==> src/rtl/switch_event_pkg.sv <==
// rtl/switch_event_pkg.sv - shared FSM states, event codes and sizing helper for the switch event decoder
package switch_event_pkg;

  typedef enum logic [2:0] {
    ST_IDLE,
    ST_PRESSED,
    ST_LONG_HELD,
    ST_WAIT_SECOND,
    ST_SECOND_PRESSED
  } switch_event_state_t;

  typedef enum logic [1:0] {
    EV_NONE   = 2'b00,
    EV_CLICK  = 2'b01,
    EV_DOUBLE = 2'b10,
    EV_LONG   = 2'b11
  } switch_event_code_t;

  localparam switch_event_code_t CLICK  = EV_CLICK;
  localparam switch_event_code_t DOUBLE = EV_DOUBLE;
  localparam switch_event_code_t LONG   = EV_LONG;

  // One timer serves both the hold and the double-click window, so size it for the larger.
  function automatic int timer_width(input int a, input int b);
    int m;
    m = (a > b) ? a : b;
    return (m > 1) ? $clog2(m) : 1;
  endfunction

endpackage

==> src/rtl/switch_event_decoder.sv <==
// rtl/switch_event_decoder.sv - decodes a debounced switch level into CLICK / DOUBLE / LONG events
module switch_event_decoder
  import switch_event_pkg::*;
#(
  parameter int LONG_PRESS_CYCLES   = 1000000,
  parameter int DOUBLE_CLICK_CYCLES = 250000
) (
  input  logic       clk,
  input  logic       reset,
  input  logic       data_in,
  output logic       event_valid,
  output logic [1:0] event_code,
  input  logic       event_ack,
  output logic       overrun
);

  localparam int            TW          = timer_width(LONG_PRESS_CYCLES, DOUBLE_CLICK_CYCLES);
  localparam logic [TW-1:0] LONG_LAST   = TW'(LONG_PRESS_CYCLES - 1);
  localparam logic [TW-1:0] DOUBLE_LAST = TW'(DOUBLE_CLICK_CYCLES - 1);

  switch_event_state_t state, state_next;
  switch_event_code_t  emit_code, code_q;
  logic [TW-1:0]       timer, timer_next, timer_inc;
  logic                data_in_d, armed, rise, fall, emit;

  // armed masks the first cycle after reset so a switch already held is not seen as a press.
  assign rise      = data_in & ~data_in_d & armed;
  assign fall      = ~data_in & data_in_d;
  assign timer_inc = (timer == '1) ? timer : timer + 1'b1;

  always_ff @(posedge clk or posedge reset) begin
    if (reset) begin
      data_in_d <= 1'b0;
      armed     <= 1'b0;
      state     <= ST_IDLE;
      timer     <= '0;
    end else begin
      data_in_d <= data_in;
      armed     <= 1'b1;
      state     <= state_next;
      timer     <= timer_next;
    end
  end

  always_comb begin
    state_next = state;
    timer_next = timer;
    emit       = 1'b0;
    emit_code  = EV_NONE;
    case (state)
      ST_IDLE: begin
        if (rise) begin
          state_next = ST_PRESSED;
          timer_next = '0;
        end
      end
      ST_PRESSED: begin
        if (fall) begin
          state_next = ST_WAIT_SECOND;
          timer_next = '0;
        end else if (timer == LONG_LAST) begin
          state_next = ST_LONG_HELD;
          emit       = 1'b1;
          emit_code  = LONG;
        end else begin
          timer_next = timer_inc;
        end
      end
      ST_LONG_HELD: begin
        if (fall) state_next = ST_IDLE;
      end
      ST_WAIT_SECOND: begin
        if (rise) begin
          state_next = ST_SECOND_PRESSED;
        end else if (timer == DOUBLE_LAST) begin
          state_next = ST_IDLE;
          emit       = 1'b1;
          emit_code  = CLICK;
        end else begin
          timer_next = timer_inc;
        end
      end
      ST_SECOND_PRESSED: begin
        if (fall) begin
          state_next = ST_IDLE;
          emit       = 1'b1;
          emit_code  = DOUBLE;
        end
      end
      default: state_next = ST_IDLE;
    endcase
  end

  // A pending event is replaced only when it is acknowledged in the same cycle; otherwise the newcomer is dropped.
  always_ff @(posedge clk or posedge reset) begin
    if (reset) begin
      event_valid <= 1'b0;
      code_q      <= EV_NONE;
      overrun     <= 1'b0;
    end else begin
      if (emit && (!event_valid || event_ack)) begin
        event_valid <= 1'b1;
        code_q      <= emit_code;
      end else if (event_valid && event_ack) begin
        event_valid <= 1'b0;
      end
      if (emit && event_valid && !event_ack) begin
        overrun <= 1'b1;
      end else if (event_valid && event_ack) begin
        overrun <= 1'b0;
      end
    end
  end

  assign event_code = code_q;

endmodule
==> config.mk <==
export PLATFORM = sky130hd
export DESIGN_NAME = switch_event_decoder
export DESIGN_NICKNAME = d
export VERILOG_FILES = /design/src/rtl/switch_event_pkg.sv /design/src/rtl/switch_event_decoder.sv
export SDC_FILE = /design/constraint.sdc
export NUM_CORES = 1
export LEC_CHECK = 0
export ABC_AREA = 1
export BUFFER_PORTS_ARGS = -buffer_cell sky130_fd_sc_hd__buf_2
export CORE_ASPECT_RATIO = 1.2
export CORE_MARGIN = 4
export CORE_UTILIZATION = 50
export DETAILED_ROUTE_END_ITERATION = 16
export PLACE_DENSITY = 0.67
export SLEW_MARGIN = 20
export SYNTH_ARGS = -nofsm -noshare
export SYNTH_HDL_FRONTEND = slang
export SYNTH_SLANG_ARGS = --single-unit
==> constraint.sdc <==
create_clock -name clk -period 5.2 [get_ports clk]
set_input_delay 0 -clock clk [delete_from_list [all_inputs] [get_ports clk]]
set_output_delay 0 -clock clk [all_outputs]
set_load 0.01 [all_outputs]
# Word level (Yosys, flattened, before mapping)
# Index checks and enable logic that the tools add are counted.
# Widths: inputs -> output; s select.
# totals
register_bits,29
inputBits,4
out_inout_bits,4
word_cells,70
# classes
addsub,1
n_eq_ne,14
mux,29
n_bitwise,5
reduce_logical,14
# ops
cell,n
$mux 20,6
$pmux 20 s3,1
$eq 20x20->1 const B,2
$add 20x1->20 const B,1
$eq 20x18->1 const B,1
$mux 3,6
$pmux 3 s4,1
$mux 1,10
$ne 3x3->1 const B,3
$eq 3x2->1 const B,2
$mux 2,3
$ne 2x2->1 const B,3
$pmux 2 s3,1
$reduce_and 5->1,1
$logic_and 1x1->1,4
$reduce_and 4->1,1
$reduce_bool 2->1,2
$and 1x1->1,3
$eq 3x1->1 const B,1
$eq 3x3->1 const B,1
$logic_not 3->1,1
$pmux 1 s3,1
$reduce_bool 3->1,1
$logic_not 1->1,2
4 further kinds,5

# Longest topological paths before layout
# logic_depth
ltp_word,8
ltp_mapped,12

# Least setup slack after synthesis
# Ideal clock, no wire load.
# synth_timing
kind,reg-to-reg
from,register timer[0]
to,register timer[11]
setup_ns,0.123
arrival_ns,1.582
setup_slack_ns,3.495
stages_incl_launch_ff,10
path_buffers,1
path_cell_list,dfrtp_1 ha_1 inv_1 nor2_4 nand3_1 nor2_1 nand2_1 nand3_4 buf_6 o21ai_1
# synth_via
elab_chain_len,5
word_cells_on_any_way,13
# synth_rtl
element,line,source
start: declaration,switch_event_decoder.sv:23,"logic [TW-1:0] timer, timer_next, timer_inc;"
start signal: assignment,switch_event_decoder.sv:41,timer <= timer_next;
$add 20x1->20 or $eq 20x20->1 (tied branches),switch_event_decoder.sv:29,assign timer_inc = (timer == '1) ? timer : timer + 1'b1;
$mux 20,switch_event_decoder.sv:29,
$mux 20 (on tied branches),"switch_event_decoder.sv:75, switch_event_decoder.sv:61",
$mux 20 (on tied branches),"switch_event_decoder.sv:73, switch_event_decoder.sv:58",
$pmux 20 s3,switch_event_decoder.sv:50,case (state)
# Several ways; a longest one is shown, not always the timed one. The select of a mux whose other input is x is not followed.
# A chain may end at the register's enable or synchronous reset.

# Worst setup path in the final report
# layout_timing
from,register timer[0]
to,register timer[15]
# The elaborated chain is that of the path after synthesis.

==> metrics.md <==
| Metric | Value |
|---|---|
| Fmax | 440.4 MHz |
| Post-DP HPWL | 3643 um |
| CP delay by family, top | simple AND/OR/NAND/NOR gates |
| Design Area, Final | 2323 um2 |
| Synth area leader | dfrtp_1 |
| Root buffer cell | clkbuf_8 |
| Synth cell types | 32 |
| CP Launch Type | flip-flop |
| Worst Max-Slew Pin Slew | 0.5969 ns |
| Vias in the first global route | 1858 |
| Fillers | 425 |
| Dominant synthesized flop cell | dfrtp_1 |
| Ant. Diodes | 0 |
| Initial Utilization | 0.5148 |
| Synth top area share | 0.3333 |
| Worst EP required | 5.36 ns |
| Leak | 1.077 nW |
| Die Area | 5478 um2 |
| Final Hold Fails | 0 |
| Initial antenna violation count | 0 |
| RSZ-0062 raised after global routing | false |
| R2r endpoint | timer[15] |
| Total wire length | 5064 um |
| Num CTS Buffers | 5 |
| Period minus WS final | 2.270 ns |
| Starting DRC count in detailed routing | 134 |
| First-pass GRT wire length | 8976 um |
| R2r setup slk | 2.93 ns |
| Worst-path fanout max | 34 |
| Count leader, synth | nand2_1 |
| PortBufs | 7 |
| Storage element area | 725.7 um2 |
| Sum of buffers and inverters on the critical path | 2 |
| Pins Over Slew Limit | 0 |
| Worst path arrival time | 2.43 ns |
| Largest net degree at the start of global routing | 35 |
| Met3 routed WL | 215 um |
| Vias | 2016 |
| Final setup skew | 0.006039 ns |
| Syn Nets | 325 |
| Fin util | 0.5494 |
| Top post-synthesis cells by area | dfrtp_1 33%, nand2_1 20%, nor2_1 6.0% |
| Synth Register Bits | 29 |
| Worst path depth | 10 |
| Syn Area/Cell | 6.803 um2 |
| Status | finished, final reports clean |
| Synth async-reset ratio | 1.000 |
| Crit Path Class | reg2reg |
| Worst path cell trace | ha_1 -> inv_1 -> nor2_4 -> nand3_1 -> nor2_1 -> nand2_1 -> nand3_4 -> inv_1 -> nand2_1 -> nand2_1 |
| Slowest cell delay on critical path | 0.45 ns |
| Cell count after synthesis | 320 |
| Postcts setup bufs | 0 |
| Layout cells sized above 1 | 0.1250 |
| Class of the worst hold path | in2async |
| Synthesized cell area | 2177 um2 |
| Routed met1 length | 2307 um |
| R2r startpoint | timer[0] |
| WHS | 0.3407 ns |
| Core area | 4229 um2 |
| Slew HR | 0.6015 |
| Yosys warning count | 0 |
| Area of the multi-input gates | 1267 um2 |
| Area growth syn-to-layout | 6.724% |
| Crit path to | timer[15] |
| Setup crit end kind | flip-flop |
| Overall Global Routing Usage | 0.2178 |
| DRT Pass-1 Iters | 4 |
| Final worst-path cycle share | 0.4366 |
| Top Layer Used | met4 |
| Commonest cells post-synth | 114 x nand2_1, 35 x nor2_1, 29 x dfrtp_1 |
| Setup crit start | timer[0] |
| Number of flops mapped to enable cells by yosys | 0 |
| Sequential element share of the synthesized area | 0.3333 |
| Post-route setup TNS | 0 ns |
| Final setup vio count | 0 |
| DR WL met2 | 2501 um |
| Fin nets | 333 |
| Die height | 80.29 um |
| Clock latency on the worst-skew pair | 0.28 ns |
| # rows | 26 |
| PD cells | 320.0 nW/um2 |
| Final Worst Setup Slack | 2.930 ns |
| Sink Count | 29 |
| # IOs | 8 |
| Max Cap Viol | 0 |
| Drt drc | 0 |
| Overflow after GRT | 0 |
| Reg2reg path depth | 10 |
| Slowest stage cell, crit path | dfrtp_1 |
| CTS tree | built |
| Die W | 68.24 um |
| DP Worst Slack | 2.958 ns |
| Placed Area | 2207 um2 |
| H-tree level count | 2 |
| GPL Wtd Cong | 0.8002 |
| ANT nets after route | 0 |
| Reg clk slew, reported paths | 0.06 ns |
| Vias per std cell | 5.250 |
| CP dominant cell by count | nand2_1 |
| Worst VDD drop | 0.0002528 V |
| Worst-case clock buffer depth | 2 |
| WL/cell | 13.19 um |
==> final cells by class <==
class,count,share of cell area
Tap cell,56,0.03016
Clock buffer,7,0.03716
Sequential cell,29,0.3123
Inverter,29,0.04685
Multi-Input combinational cell,253,0.5455
Timing Repair Buffer,10,0.02800
==> per-layer routing <==
| metal | GRT usage | up-vias |
|---|---|---|
| met4 | 0.07157 | 0 |
| met3 | 0.03916 | 4 |
| met2 | 0.3452 | 45 |
| met1 | 0.2955 | 909 |
| li1 | - | 1058 |
| met5 | 0 | - |
==> stage by stage <==
| stage | std cells | power [mW] |
|---|---|---|
| 6_report | 384 | 0.7435 |
| 4_1_cts | 383 | 0.7518 |
| 2_1_floorplan | 320 | 0.5419 |
| 3_5_place_dp | 374 | 0.5632 |
| 3_3_place_gp | 374 | 0.5580 |
| 5_1_grt | 384 | 0.8027 |
==> worst min-delay path by stage <==
stage	end	cells after the start	from	slack, ns
global route	timer[13]	3	reset	0.40
global placement	data_in_d	1	data_in	0.14
finish	timer[13]	3	reset	0.34
CTS	armed	2	reset	0.02
detailed placement	data_in_d	1	data_in	0.14
floorplan	data_in_d	0	data_in	0.03
==> cell families (layout without fill, tap and decap cells) <==
logic type               count (synthesis)  count (layout)  synth area share
AND/OR/NAND/NOR                        207             207            0.4293
AO/OA/AOI/OAI                           40              40            0.1293
buffers and inverters                   38              46           0.08448
flip-flops                              29              29            0.3333
XOR/XNOR                                 4               4           0.01609
adder cells (fa/ha/maj)                  1               1          0.005746
other                                    1               1          0.001722
==> worst register-to-register path, delay by kind of cell, from the launching register on <==
| kind | cells | cell delay, ns |
|---|---|---|
| buffers and inverters | 2 | 0.30 |
| and+or+nand+nor | 7 | 1.12 |
| adders and majority gates | 1 | 0.29 |
| DFF | 1 | 0.45 |
==> what timing repair did <==
item | CTS | global route
hold buffers | 2 | 1
hold endpoints to repair | 2 | 29
gates resized for setup | 0 | 0
==> flip-flops by register name (all words and copies together) (netlist names) <==
signal       flops
event_valid      1
armed            1
timer           20
data_in_d        1
overrun          1
state            3
event_code       2
==> layout by cell type (no fill, tap or decap), types with 2 or more instances in the layout <==
cell type,instances
nor2_4,5
nand2_2,6
o21bai_1,3
nor2_1,35
o211ai_1,13
xor2_1,2
clkbuf_8,6
nand3_2,2
xnor2_1,2
o21ai_2,9
nand3_1,25
inv_2,4
buf_2,7
dfrtp_1,29
nand4_1,14
a21oi_1,3
inv_1,25
nand2_1,114
o21ai_1,8
dlygate4sd3_1,3
==> power by group <==
part	internal [mW]	switching (mW)	total [mW]
Combinational	0.0711	0.192	0.263
Clock	0.105	0.0789	0.184
Sequential	0.249	0.0477	0.297
Total	0.425	0.319	0.743
No activity file was read; power rests on OpenSTA's default activity.
